`config.mk`:
```
export PLATFORM = sky130hd
export DESIGN_NAME = reaction_timer
export DESIGN_NICKNAME = d
export VERILOG_FILES = /design/src/rtl/game_pkg.sv /design/src/rtl/bcd_counter4.sv /design/src/rtl/reaction_timer.sv
export SDC_FILE = /design/constraint.sdc
export NUM_CORES = 1
export LEC_CHECK = 0
export CAP_MARGIN = 15
export CORE_MARGIN = 1.5
export CORE_UTILIZATION = 53
export DETAILED_ROUTE_END_ITERATION = 10
export PLACE_DENSITY = 0.77
export SYNTH_ARGS = -nofsm -noshare
export SYNTH_HDL_FRONTEND = slang
export SYNTH_SLANG_ARGS = --single-unit
export TNS_END_PERCENT = 30
```
`constraint.sdc`:
```
create_clock -name clk -period 3.2 [get_ports clk]
set_input_delay 0.96 -clock clk [delete_from_list [all_inputs] [get_ports clk]]
set_output_delay 0.96 -clock clk [all_outputs]
set_load 0.01 [all_outputs]
```
`src/rtl/game_pkg.sv`:
```
// ---------------------------------------------------------------------------
// game_pkg
// Definitions shared by the reaction game blocks (state controller and
// reaction_timer).
//   - Controller state encodings seen on the 3-bit state bus. Any code with
//     bit 2 set is GO_BUFFS.
//   - BCD_MAX: the saturation value of the 4-digit BCD counters.
//   - rt_state_t: reaction_timer FSM states.
//   - bcd_inc(): one-step ripple increment of a 4-digit BCD value.
// ---------------------------------------------------------------------------
package game_pkg;

    localparam logic [2:0]  HI_SCORE   = 3'b000;
    localparam logic [2:0]  DELAYING   = 3'b001;
    localparam logic [2:0]  TIMING     = 3'b010;
    localparam logic [2:0]  DISPLAYING = 3'b011;

    localparam logic [15:0] BCD_MAX    = 16'h9999;

    typedef enum logic [1:0] {
        RT_IDLE = 2'd0,
        RT_RUN  = 2'd1,
        RT_DONE = 2'd2
    } rt_state_t;

    // Digit 9 rolls to 0 and carries into the next digit. Callers must not
    // pass BCD_MAX; the counter saturates before that.
    function automatic logic [15:0] bcd_inc(input logic [15:0] v);
        logic [15:0] r;
        logic        carry;
        r     = v;
        carry = 1'b1;
        for (int i = 0; i < 4; i++) begin
            if (carry) begin
                if (v[4*i +: 4] == 4'd9) begin
                    r[4*i +: 4] = 4'd0;
                end else begin
                    r[4*i +: 4] = v[4*i +: 4] + 4'd1;
                    carry       = 1'b0;
                end
            end
        end
        return r;
    endfunction

endpackage

```
`src/rtl/bcd_counter4.sv`:
```
// ---------------------------------------------------------------------------
// bcd_counter4
// Four-digit BCD counter that saturates at 9999.
// Ports:
//   clk  in   system clock
//   rst  in   synchronous active-high reset (q=0, sat=0)
//   clr  in   synchronous clear (q=0, sat=0), priority over inc
//   inc  in   advance the count by one when not saturated
//   q    out  registered count, 4 BCD digits
//   sat  out  registered flag: the count has reached 9999
// ---------------------------------------------------------------------------
module bcd_counter4
    import game_pkg::*;
(
    input  logic        clk,
    input  logic        rst,
    input  logic        clr,
    input  logic        inc,
    output logic [15:0] q,
    output logic        sat
);

    logic [15:0] r_q;
    logic        r_sat;
    logic [15:0] w_next;

    assign w_next = bcd_inc(r_q);

    always_ff @(posedge clk) begin
        if (rst || clr) begin
            r_q   <= 16'h0000;
            r_sat <= 1'b0;
        end else if (inc && (r_q != BCD_MAX)) begin
            r_q   <= w_next;
            // Raise the flag on the same edge the count lands on 9999.
            r_sat <= (w_next == BCD_MAX);
        end
    end

    assign q   = r_q;
    assign sat = r_sat;

endmodule

```
`src/rtl/reaction_timer.sv`:
```
// ---------------------------------------------------------------------------
// reaction_timer
// Measures reaction time in ticks of TICK_HZ (ms by default) while the game
// controller sits in TIMING, captures the count on the stop press and keeps
// the best (lowest) non-overflowed score of the session.
// Parameters:
//   CLK_HZ, TICK_HZ  count rate divider DIV = CLK_HZ/TICK_HZ (integer, >= 2)
// Ports:
//   clk            in   system clock
//   rst            in   synchronous active-high reset
//   state_i[2:0]   in   controller state (000/001/010/011, 1xx = GO_BUFFS)
//   stop_i         in   one-cycle stop press
//   clear_hi_i     in   one-cycle pulse: forget the best score
//   cur_bcd_o      out  live count, BCD
//   score_bcd_o    out  last captured score, BCD
//   score_valid_o  out  score_bcd_o holds a real capture
//   hi_bcd_o       out  best score, BCD (9999 when none)
//   hi_valid_o     out  a best score exists
//   new_hi_o       out  last capture set a new best
//   running_o      out  FSM is in RUN
//   overflow_o     out  count saturated at 9999
// All outputs are registered.
// ---------------------------------------------------------------------------
module reaction_timer
    import game_pkg::*;
#(
    parameter int CLK_HZ  = 50_000_000,
    parameter int TICK_HZ = 1000
)
(
    input  logic        clk,
    input  logic        rst,
    input  logic [2:0]  state_i,
    input  logic        stop_i,
    input  logic        clear_hi_i,
    output logic [15:0] cur_bcd_o,
    output logic [15:0] score_bcd_o,
    output logic        score_valid_o,
    output logic [15:0] hi_bcd_o,
    output logic        hi_valid_o,
    output logic        new_hi_o,
    output logic        running_o,
    output logic        overflow_o
);

    localparam int             DIV        = CLK_HZ / TICK_HZ;
    localparam int             PW         = $clog2(DIV);
    localparam logic [PW-1:0]  PRESC_LAST = PW'(DIV - 1);

    rt_state_t      r_state;
    rt_state_t      w_next_state;
    logic [2:0]     r_prev_state;
    logic [PW-1:0]  r_presc;
    logic [15:0]    r_score;
    logic           r_score_valid;
    logic [15:0]    r_hi;
    logic           r_hi_valid;
    logic           r_new_hi;
    logic           r_running;

    logic           w_entry;
    logic           w_in_timing;
    logic           w_run;
    logic           w_capture;
    logic           w_abort;
    logic           w_counting;
    logic           w_tick;
    logic [15:0]    w_cur;
    logic           w_sat;
    logic           w_hi_update;

    assign w_in_timing = (state_i == TIMING);
    assign w_entry     = w_in_timing && (r_prev_state != TIMING);
    assign w_run       = (r_state == RT_RUN);

    // Entry has priority over everything in RUN; a stop on the entry cycle
    // is therefore never a capture.
    assign w_capture   = w_run && stop_i && !w_entry;
    // GO_BUFFS (1xx) is simply "not TIMING" here. Capture wins over abort.
    assign w_abort     = w_run && !w_in_timing && !stop_i;
    // Counting stops on the capture edge so DONE shows the captured count.
    assign w_counting  = w_run && w_in_timing && !stop_i && !w_entry;
    assign w_tick      = w_counting && (r_presc == PRESC_LAST);

    // Unsigned compare is a valid BCD magnitude compare: digits are ordered.
    assign w_hi_update = w_capture && !w_sat && !clear_hi_i &&
                         (!r_hi_valid || (w_cur < r_hi));

    bcd_counter4 u_counter (
        .clk (clk),
        .rst (rst),
        .clr (w_entry),
        .inc (w_tick),
        .q   (w_cur),
        .sat (w_sat)
    );

    // FSM state register
    always_ff @(posedge clk) begin
        if (rst) begin
            r_state <= RT_IDLE;
        end else begin
            r_state <= w_next_state;
        end
    end

    // FSM next state
    always_comb begin
        w_next_state = r_state;
        if (w_entry) begin
            w_next_state = RT_RUN;
        end else begin
            case (r_state)
                RT_RUN: begin
                    if (w_capture) begin
                        w_next_state = RT_DONE;
                    end else if (w_abort) begin
                        w_next_state = RT_IDLE;
                    end
                end
                default: w_next_state = r_state;
            endcase
        end
    end

    // Previous controller state for entry detection, prescaler and
    // running flag.
    always_ff @(posedge clk) begin
        if (rst) begin
            r_prev_state <= HI_SCORE;
            r_presc      <= '0;
            r_running    <= 1'b0;
        end else begin
            r_prev_state <= state_i;
            r_running    <= (w_next_state == RT_RUN);
            if (w_entry) begin
                r_presc <= '0;
            end else if (w_counting) begin
                r_presc <= (r_presc == PRESC_LAST) ? '0 : r_presc + PW'(1);
            end
        end
    end

    // Capture and score flags
    always_ff @(posedge clk) begin
        if (rst) begin
            r_score       <= 16'h0000;
            r_score_valid <= 1'b0;
            r_new_hi      <= 1'b0;
        end else if (w_entry) begin
            r_score_valid <= 1'b0;
            r_new_hi      <= 1'b0;
        end else if (w_capture) begin
            r_score       <= w_cur;
            r_score_valid <= 1'b1;
            r_new_hi      <= w_hi_update;
        end else if (w_abort) begin
            r_score_valid <= 1'b0;
        end
    end

    // Best score; clear_hi_i applies in any FSM state.
    always_ff @(posedge clk) begin
        if (rst || clear_hi_i) begin
            r_hi       <= BCD_MAX;
            r_hi_valid <= 1'b0;
        end else if (w_hi_update) begin
            r_hi       <= w_cur;
            r_hi_valid <= 1'b1;
        end
    end

    assign cur_bcd_o     = w_cur;
    assign overflow_o    = w_sat;
    assign score_bcd_o   = r_score;
    assign score_valid_o = r_score_valid;
    assign hi_bcd_o      = r_hi;
    assign hi_valid_o    = r_hi_valid;
    assign new_hi_o      = r_new_hi;
    assign running_o     = r_running;

endmodule

```
==> flow_summary.toml, run 1 <==
[routing]
antenna_left = 0
wirelength_um = 8880
first_iter_violations = 203
drt_first_pass_iters = 4
via_per_inst = 5.72
post-route-drc-count = 0
route.vias.total = 3247
wl_per_cell_um = 15.6

[synth]
async_flop_share_pct = 0
synth_cell_types = 60
synth_edf_count = 0
synth_area_leaders = "dfxtp_1 40%, mux2i_1 6.0%, ha_1 5.4%, nor2_1 4.7%, nand3_1 3.4%"
ys.flop_type = "dfxtp_1"
synth_nets = 443
ys_ff_latch = 74
netlist_instances = 420
yosys_warnings = 0
synth_seq_area_share_pct = 40.1
synth_top_area_share_pct = 40.1
synth_most_common_cell = "dfxtp_1"
netlist_area_mm2 = 0.00370
synth_common_cells = "74 x dfxtp_1, 46 x nor2_1, 31 x nand2_1"
post-synth-top-area-cell = "dfxtp_1"
syn_avg_cell_area_um2 = 8.81

[grt]
track_usage_pct = 25.1
grt_max_degree = 26
overflow = 0
grt_pass1_vias = 3121
antenna_found_initial = 0
grt_pass1_wl_um = 14600

[power_and_ir_drop]
clockPowerShare_pct = 43.5
comb_power_share_pct = 3.2
p_sw_share_pct = 21.4
totalPowerFinal_mw = 1.74
seqPwrFrac_pct = 53.3
powerDensity_mw_per_mm2 = 377
p_leak_nw = 1.72
p_int_mw = 1.37
irDropWorstVdd_v = 0.000340
p_sw_mw = 0.371

[sta]
tightest_slew_ns = 0.917
finalCritPeriodShare_pct = 89.5
rsz0062_at_grt = "false"
hold-worst-slack_ns = 0.480
tns_ns = 0
hold_viol_final = 0
finalSetupViolCount = 0
relSlewSlack_pct = 38.4
min_period_ns = 2.87
postLayoutSetupSlackWorst_ns = 0.335
report.final.slew_viol_count = 0
fmax_ghz = 0.349
finalClockSkew_ns = 0.00978

[setup_path]
critPathLaunchType = "primary input"
cp-end-kind = "register"
arrival_ns = 3.10
cp.required_ns = 3.43
crit_fanout = 8
crit_type = "in -> reg"

[finish]
area.growth.synth_to_final_pct = 24.5
nNetsFinal = 507
drive_gt1_share_pct = 10.9
stdcell_count = 568
antenna_cells = 0
num-fill-cells = 567
fin_util_pct = 68.1
stdcell_area_mm2 = 0.00460

[placed_design]
place_hpwl_um = 6400
place_area_mm2 = 0.00440
dp.cells = 553
dpl_worst_slack_ns = -0.0299
portBuffers = 59
place_congestion = 0.941

[clocking]
clk_latency_ns = 0.35
clkTransAtPathRegs_ns = 0.07
cts_made_buffers = 9
cts_tree = "done"
clock-sinks = 74
ctsLongestPathBuffers = 2
cts_hold_buf = 0
h-tree-depth = 3
post_cts_buffers = 0
cts-root-buf = "clkbuf_8"
cts_repair_resize_count = 0

[floorplan]
rows = 30
fp.coreArea_mm2 = 0.00676
die_h_um = 86.5
initial_core_util_pct = 54.7
top_level_ports = 60
die_w_um = 86.5
dieArea_mm2 = 0.00749

[flow_run]
drv_cap = 0

[outcome]
status = "completed"

[min_path]
min_path_type = "reg -> reg"
registers in the layout, summed over array words and instances (netlist names):
signal	flops
new_hi_o	1
score_bcd_o	16
hi_valid_o	1
hi_bcd_o	16
running_o	1
u_counter.q	16
r_state	2
score_valid_o	1
r_presc	16
u_counter.sat	1
r_prev_state	3
power groups by stage:
stage / Clock [mW] / Sequential, mW / Combinational, mW
after detailed placement: 0 / 0.947 / 0.0553
after global placement: 0 / 0.947 / 0.0548
final: 0.755 / 0.926 / 0.0563
after floorplan: 0 / 0.947 / 0.0296
after global routing: 0.805 / 0.926 / 0.0604
after CTS: 0.766 / 0.925 / 0.0556
final timing paths:
path,end,startpoint,slack [ns],cells past startpoint
worst min-delay path,hi_bcd_o[1]$_SDFFE_PP0P_,hi_bcd_o[1]$_SDFFE_PP0P_,0.48,2
worst min register to register,hi_bcd_o[1]$_SDFFE_PP0P_,hi_bcd_o[1]$_SDFFE_PP0P_,0.48,2
worst max-delay path,u_counter.q[7]$_SDFFE_PP0P_,state_i[0],0.33,7
worst max register to register,hi_bcd_o[0]$_SDFFE_PP1P_,u_counter.q[13]$_SDFFE_PP0P_,0.58,7
cell families (layout without fill, tap and decap cells):
group                    after synthesis  after routing  share of synthesized area [%]
AND/OR/NAND/NOR                      172            172                           25.8
flip-flops                            74             74                           40.1
AO/OA/AOI/OAI                         71             71                           12.6
buffers and inverters                 46            114                           5.65
multiplexers                          22             22                           5.95
XOR/XNOR                              19             19                           4.50
adder cells (fa/ha/maj)               16             16                           5.41
worst max-delay path: stages:
cell and delay, ns:
clkdlybuf4s50_1 0.45, nor4b_2 0.37, nand3_1 0.16, or4_4 0.64
or2_1 0.27, o21ai_1 0.16, a21oi_1 0.09
cell usage in the layout, fill, tap and decap left out, drive strengths merged, types with 3 or more instances in the layout:
master          n
nor2           47
buf            15
dfxtp          74
mux2i          22
or3             6
nand2          32
or4             4
o211ai          6
a31oi           3
xnor2          11
clkdlybuf4s50  59
xor2            8
inv            25
clkbuf         13
nand2b          3
nor3b           3
a21o            3
a21oi          20
nor2b          10
nand4          12
nor4            4
o21ai          27
ha             16
nor3            6
and3            5
nand3          25
per-layer routing:
layer | up-vias | track usage [%] | wire [µm]
met2 | 104 | 39.2 | 4260
met4 | 0 | 10.3 | 82
met5 | - | 0 | 0
met1 | 1537 | 33.7 | 3970
li1 | 1595 | - | -
met3 | 11 | 5.62 | 571
final cells by class:
type	count	area [µm²]	share of cell area, %
sequential	74	1480	32.2
multi-input combinational	300	2010	43.6
clock buffer	13	169	3.67
timing repair buffer	74	716	15.5
inverter	25	93.8	2.04
tap	80	100	2.17
clock inverter	2	35.0	0.761
(Power assumes the default switching activity.)
==> inputs of run 2 (changes only) <==
--- a/config.mk
+++ b/config.mk
@@ -6,10 +6,11 @@
 export NUM_CORES = 1
 export LEC_CHECK = 0
 export CAP_MARGIN = 15
-export CORE_MARGIN = 1.5
-export CORE_UTILIZATION = 53
+export CORE_MARGIN = 5
+export CORE_UTILIZATION = 60
 export DETAILED_ROUTE_END_ITERATION = 10
-export PLACE_DENSITY = 0.77
+export DONT_BUFFER_PORTS = 1
+export PLACE_DENSITY = 0.74
 export SYNTH_ARGS = -nofsm -noshare
 export SYNTH_HDL_FRONTEND = slang
 export SYNTH_SLANG_ARGS = --single-unit
==> run 2 against run 1 <==
Combinational power shrank 41%. Wire length shrank 5.4%. Critical path type is now reg -> reg. Sequential power is essentially flat. Clock skew grew 0.0015 ns. Worst setup slack gained 0.17 ns. Cell area shrank 14%. Highest routed layer unchanged. Global-route usage shrank 2.4 points. Core utilization shrank 1.4 points.
==> flow_summary.toml, run 2 (synthesis results as in run 1) <==
[outcome]
status = "completed"

[routing]
wirelength_um = 8390
route.vias.total = 2969
post-route-drc-count = 0
via_per_inst = 5.89
antenna_left = 0
drt_first_pass_iters = 4
wl_per_cell_um = 16.7
first_iter_violations = 184

[clocking]
h-tree-depth = 3
clock-sinks = 74
cts-root-buf = "clkbuf_8"
cts_made_buffers = 9
cts_tree = "done"
clk_latency_ns = 0.34
clkTransAtPathRegs_ns = 0.08
cts_hold_buf = 0
post_cts_buffers = 0
cts_repair_resize_count = 0
ctsLongestPathBuffers = 2

[placed_design]
place_congestion = 0.877
portBuffers = 0
place_hpwl_um = 6100

[sta]
finalClockSkew_ns = 0.0113
finalSetupViolCount = 0
hold_viol_final = 0
tns_ns = 0
rsz0062_at_grt = "false"
relSlewSlack_pct = 42.1
finalCritPeriodShare_pct = 84.3
min_period_ns = 2.70
fmax_ghz = 0.371
tightest_slew_ns = 0.861
report.final.slew_viol_count = 0

[finish]
area.growth.synth_to_final_pct = 7.48
antenna_cells = 0
final_cell_mix = "74 x dfxtp_1, 46 x nor2_1, 31 x nand2_1, 25 x inv_1, 25 x nand3_1"
num-fill-cells = 503
drive_gt1_share_pct = 12.1
multiInputGateArea_mm2 = 0.00201
nNetsFinal = 448
final_common_cell = "dfxtp_1"
ff_latch_area_mm2 = 0.00148
fin_util_pct = 66.7

[floorplan]
die_h_um = 88.5
top_level_ports = 60
dieArea_mm2 = 0.00783
fp.coreArea_mm2 = 0.00596
die_w_um = 88.5
rows = 28
initial_core_util_pct = 62.1

[flow_run]
drv_cap = 0

[power_and_ir_drop]
p_leak_nw = 1.50
powerDensity_mw_per_mm2 = 416
irDropWorstVdd_v = 0.000310

[grt]
antenna_found_initial = 0
overflow = 0
track_usage_pct = 22.8
grt_max_degree = 26
grt_pass1_vias = 2795
grt_pass1_wl_um = 13600

[setup_path]
crit_fanout = 11
crit_path_top_delay_cell = "a2111oi_2"
arrival_ns = 2.96
cp.required_ns = 3.47
cp_top_family = "simple AND/OR/NAND/NOR gates"
max_stage_delay_ns = 0.51
cp-end-kind = "register"
path_buf_inv = 0
cp_cell_sequence = "ha_1 > nand4_1 > or2_2 > a2111oi_2 > o41ai_4 > nand2_1 > mux2i_1"
crit_type = "reg -> reg"
critPathLaunchType = "register"

[min_path]
min_path_type = "reg -> reg"
## run 2: power by group
| part | switching, mW | internal [mW] | total [mW] |
|---|---|---|---|
| registers | 0.00236 | 0.924 | 0.927 |
| clock network | 0.319 | 0.375 | 0.694 |
| logic | 0.0229 | 0.0102 | 0.0331 |
## run 2: worst reg2reg max path, stage by stage (launching register included)
cell and delay [ns]:
dfxtp_1 0.41, ha_1 0.37, nand4_1 0.14, or2_2 0.35
a2111oi_2 0.51, o41ai_4 0.20, nand2_1 0.38, mux2i_1 0.26
## run 2: worst paths after layout
path | cells after the start | end | slack, ns | from
worst max register to register | 7 | hi_bcd_o[6]$_SDFFE_PP0P_ | 0.50 | u_counter.q[15]$_SDFFE_PP0P_
worst min-delay path | 2 | r_state[1]$_SDFF_PP0_ | 0.50 | r_state[0]$_SDFF_PP0_
worst max-delay path | 7 | hi_bcd_o[6]$_SDFFE_PP0P_ | 0.50 | u_counter.q[15]$_SDFFE_PP0P_
worst min register to register | 2 | r_state[1]$_SDFF_PP0_ | 0.50 | r_state[0]$_SDFF_PP0_
## run 2: metrics by stage
step	std cells	worst slack [ns]	cell area, µm²	power (mW)	hold WS, ns
floorplan	420	0.551	3700	0.977	0.458
global placement	489	0.412	3790	0.980	0.479
detailed placement	489	0.321	3790	0.980	0.483
CTS	504	0.480	3980	1.67	0.493
global route	504	0.318	3980	1.72	0.514
finish	504	0.504	3980	1.65	0.497
## run 2: routing by layer
metal	wire [µm]	global-route usage, %	share of wire, %	vias up
li1	-	-	-	1477
met1	3660	28.6	44	1370
met2	3930	35.7	47	115
met3	735	6.80	8.8	7
met4	70	11.0	0.83	0
met5	0	0	0	-
## run 2: final cells by class
class,instances,area share [%]
inverter,25,2.36
multi-input combinational,300,50.5
sequential,74,37.3
timing repair buffer,15,2.83
tap,75,2.36
clock buffer,12,3.65
clock inverter,3,1.01
==> inputs of run 3 (changes only) <==
==> constraint.sdc (replaced) <==
create_clock -name clk -period 2.5 [get_ports clk]
set_input_delay 0.75 -clock clk [delete_from_list [all_inputs] [get_ports clk]]
set_output_delay 0.75 -clock clk [all_outputs]
set_load 0.01 [all_outputs]
==> run 3 against run 2 <==
Cell area rose by 3.5%. Maximum frequency rose by 13%. Non-clock buffer count increased by 16. Largest cell class unchanged.
==> flow_summary.toml, run 3 (synthesis results as in run 1) <==
[routing]
first_iter_violations = 251
antenna_left = 0
via_per_inst = 5.85
post-route-drc-count = 0
wirelength_um = 8420
wl_per_cell_um = 16.2
route.vias.total = 3038
drt_first_pass_iters = 4

[placed_design]
portBuffers = 0
place_area_mm2 = 0.00392
place_hpwl_um = 6340
place_congestion = 0.907
dp.cells = 505

[clocking]
cts_made_buffers = 9
cts_tree = "done"
clock-sinks = 74
post_cts_buffers = 0
clk_latency_ns = 0.34
cts-root-buf = "clkbuf_8"
clkTransAtPathRegs_ns = 0.07
ctsLongestPathBuffers = 2
h-tree-depth = 3

[finish]
num-fill-cells = 490
final_cell_mix = "74 x dfxtp_1, 46 x nor2_1, 31 x nand2_1, 30 x buf_4"
final_common_cell = "dfxtp_1"
area.growth.synth_to_final_pct = 11.2
drive_gt1_share_pct = 15.5
antenna_cells = 0
stdcell_area_mm2 = 0.00411
nNetsFinal = 464
stdcell_count = 519

[sta]
relSlewSlack_pct = 39.7
finalCritPeriodShare_pct = 95.3
hold_viol_final = 0
finalClockSkew_ns = 0.00531
report.final.slew_viol_count = 0
tightest_slew_ns = 0.897
fmax_ghz = 0.420
rsz0062_at_grt = "false"
tns_ns = 0
min_period_ns = 2.38
finalSetupViolCount = 0

[floorplan]
die_w_um = 88.5
die_h_um = 88.5
rows = 28
initial_core_util_pct = 62.1
dieArea_mm2 = 0.00783
fp.coreArea_mm2 = 0.00596
top_level_ports = 60

[min_path]
min_path_type = "in -> reg"

[setup_path]
cp-end-kind = "register"
arrival_ns = 2.60
critPathLaunchType = "register"
crit_type = "reg -> reg"
cp.required_ns = 2.72
crit_fanout = 7

[power_and_ir_drop]
p_leak_nw = 1.58
seqPwrFrac_pct = 57.2
comb_power_share_pct = 2.3
clockPowerShare_pct = 40.5
irDropWorstVdd_v = 0.000355
p_sw_share_pct = 21.4
p_sw_mw = 0.444
p_int_mw = 1.63
powerDensity_mw_per_mm2 = 504

[grt]
overflow = 0
met2_usage_pct = 36.4
grt_pass1_vias = 2955
grt_pass1_wl_um = 14000
grtUsageMet1_pct = 28.5
grtUsageMet3_pct = 6.05
grt_max_degree = 26
antenna_found_initial = 0
busiest_layer = "met2"
track_usage_pct = 23.1

[outcome]
status = "completed"

[flow_run]
drv_cap = 0
[run 3: cell count changes in the layout (fill, tap and decap cells not counted)]
cell,delta
clkbuf_1,-2
a2111oi_2,-1
buf_12,+1
buf_4,+15
a2111oi_4,+1
bufinv_16,-1
clkinv_2,-1
clkbuf_8,+2
clkinvlp_4,+1
[run 3: critical path, stage by stage, from the launching register on]
cell and delay, ns:
dfxtp_1 0.42, inv_1 0.07, ha_1 0.31, a2111oi_4 0.37
a2111oi_4 0.08, o41a_1 0.49, buf_4 0.19, o21ai_0 0.22
nand3_1 0.12
[run 3: final cells by class]
class                   instances  area (µm²)  share of cell area (%)
inverters                      25        93.8                    2.28
multi-input cells             300        2020                    49.1
repair buffers                 31         245                    5.96
well taps                      75        93.8                    2.28
clock inverters                 2        12.5                   0.304
clock buffers                  12         165                    4.02
flip-flops and latches         74        1480                    36.0
[run 3: power by group through the flow]
stage | Sequential, mW | Clock, mW | Combinational, mW
final | 1.19 | 0.839 | 0.0481
after CTS | 1.19 | 0.856 | 0.0483
after global placement | 1.21 | 0 | 0.0479
after floorplan | 1.21 | 0 | 0.0379
after global routing | 1.19 | 0.925 | 0.0528
after detailed placement | 1.21 | 0 | 0.0485
[run 3: metal layers]
metal	wire length (µm)	vias up	part of all wire (%)
met2	3920	104	47
li1	-	1514	-
met1	3540	1396	42
met5	0	-	0
met3	700	24	8.3
met4	258	0	3.1
[run 3: path summary, 6_finish.rpt]
| kind | start | end | slack, ns | cells past startpoint |
|---|---|---|---|---|
| setup / recovery | hi_bcd_o[1]$_SDFFE_PP0P_ | hi_bcd_o[4]$_SDFFE_PP1P_ | 0.12 | 8 |
| hold / removal | rst | r_prev_state[1]$_SDFF_PP0_ | 0.47 | 1 |
| setup reg to reg | hi_bcd_o[1]$_SDFFE_PP0P_ | hi_bcd_o[4]$_SDFFE_PP1P_ | 0.12 | 8 |
| hold reg to reg | r_presc[1]$_SDFFE_PP0P_ | r_presc[1]$_SDFFE_PP0P_ | 0.50 | 2 |
[run 3: timing repair]
action                                  in CTS  in global routing
hold buffers                                 0                  0
resized for setup                            0                  1
endpoints found under the setup margin       0                 12
[run 3: per-stage QoR]
stage	utilization, %	hold slack [ns]	total power [mW]	setup slack, ns
global placement	65.9	0.476	1.26	0.0612
floorplan	-	0.458	1.25	0.0606
CTS	68.8	0.457	2.09	0.0489
detailed placement	65.9	0.489	1.26	0.0248
finish	69.1	0.472	2.07	0.117
global route	69.1	0.450	2.16	0.0232
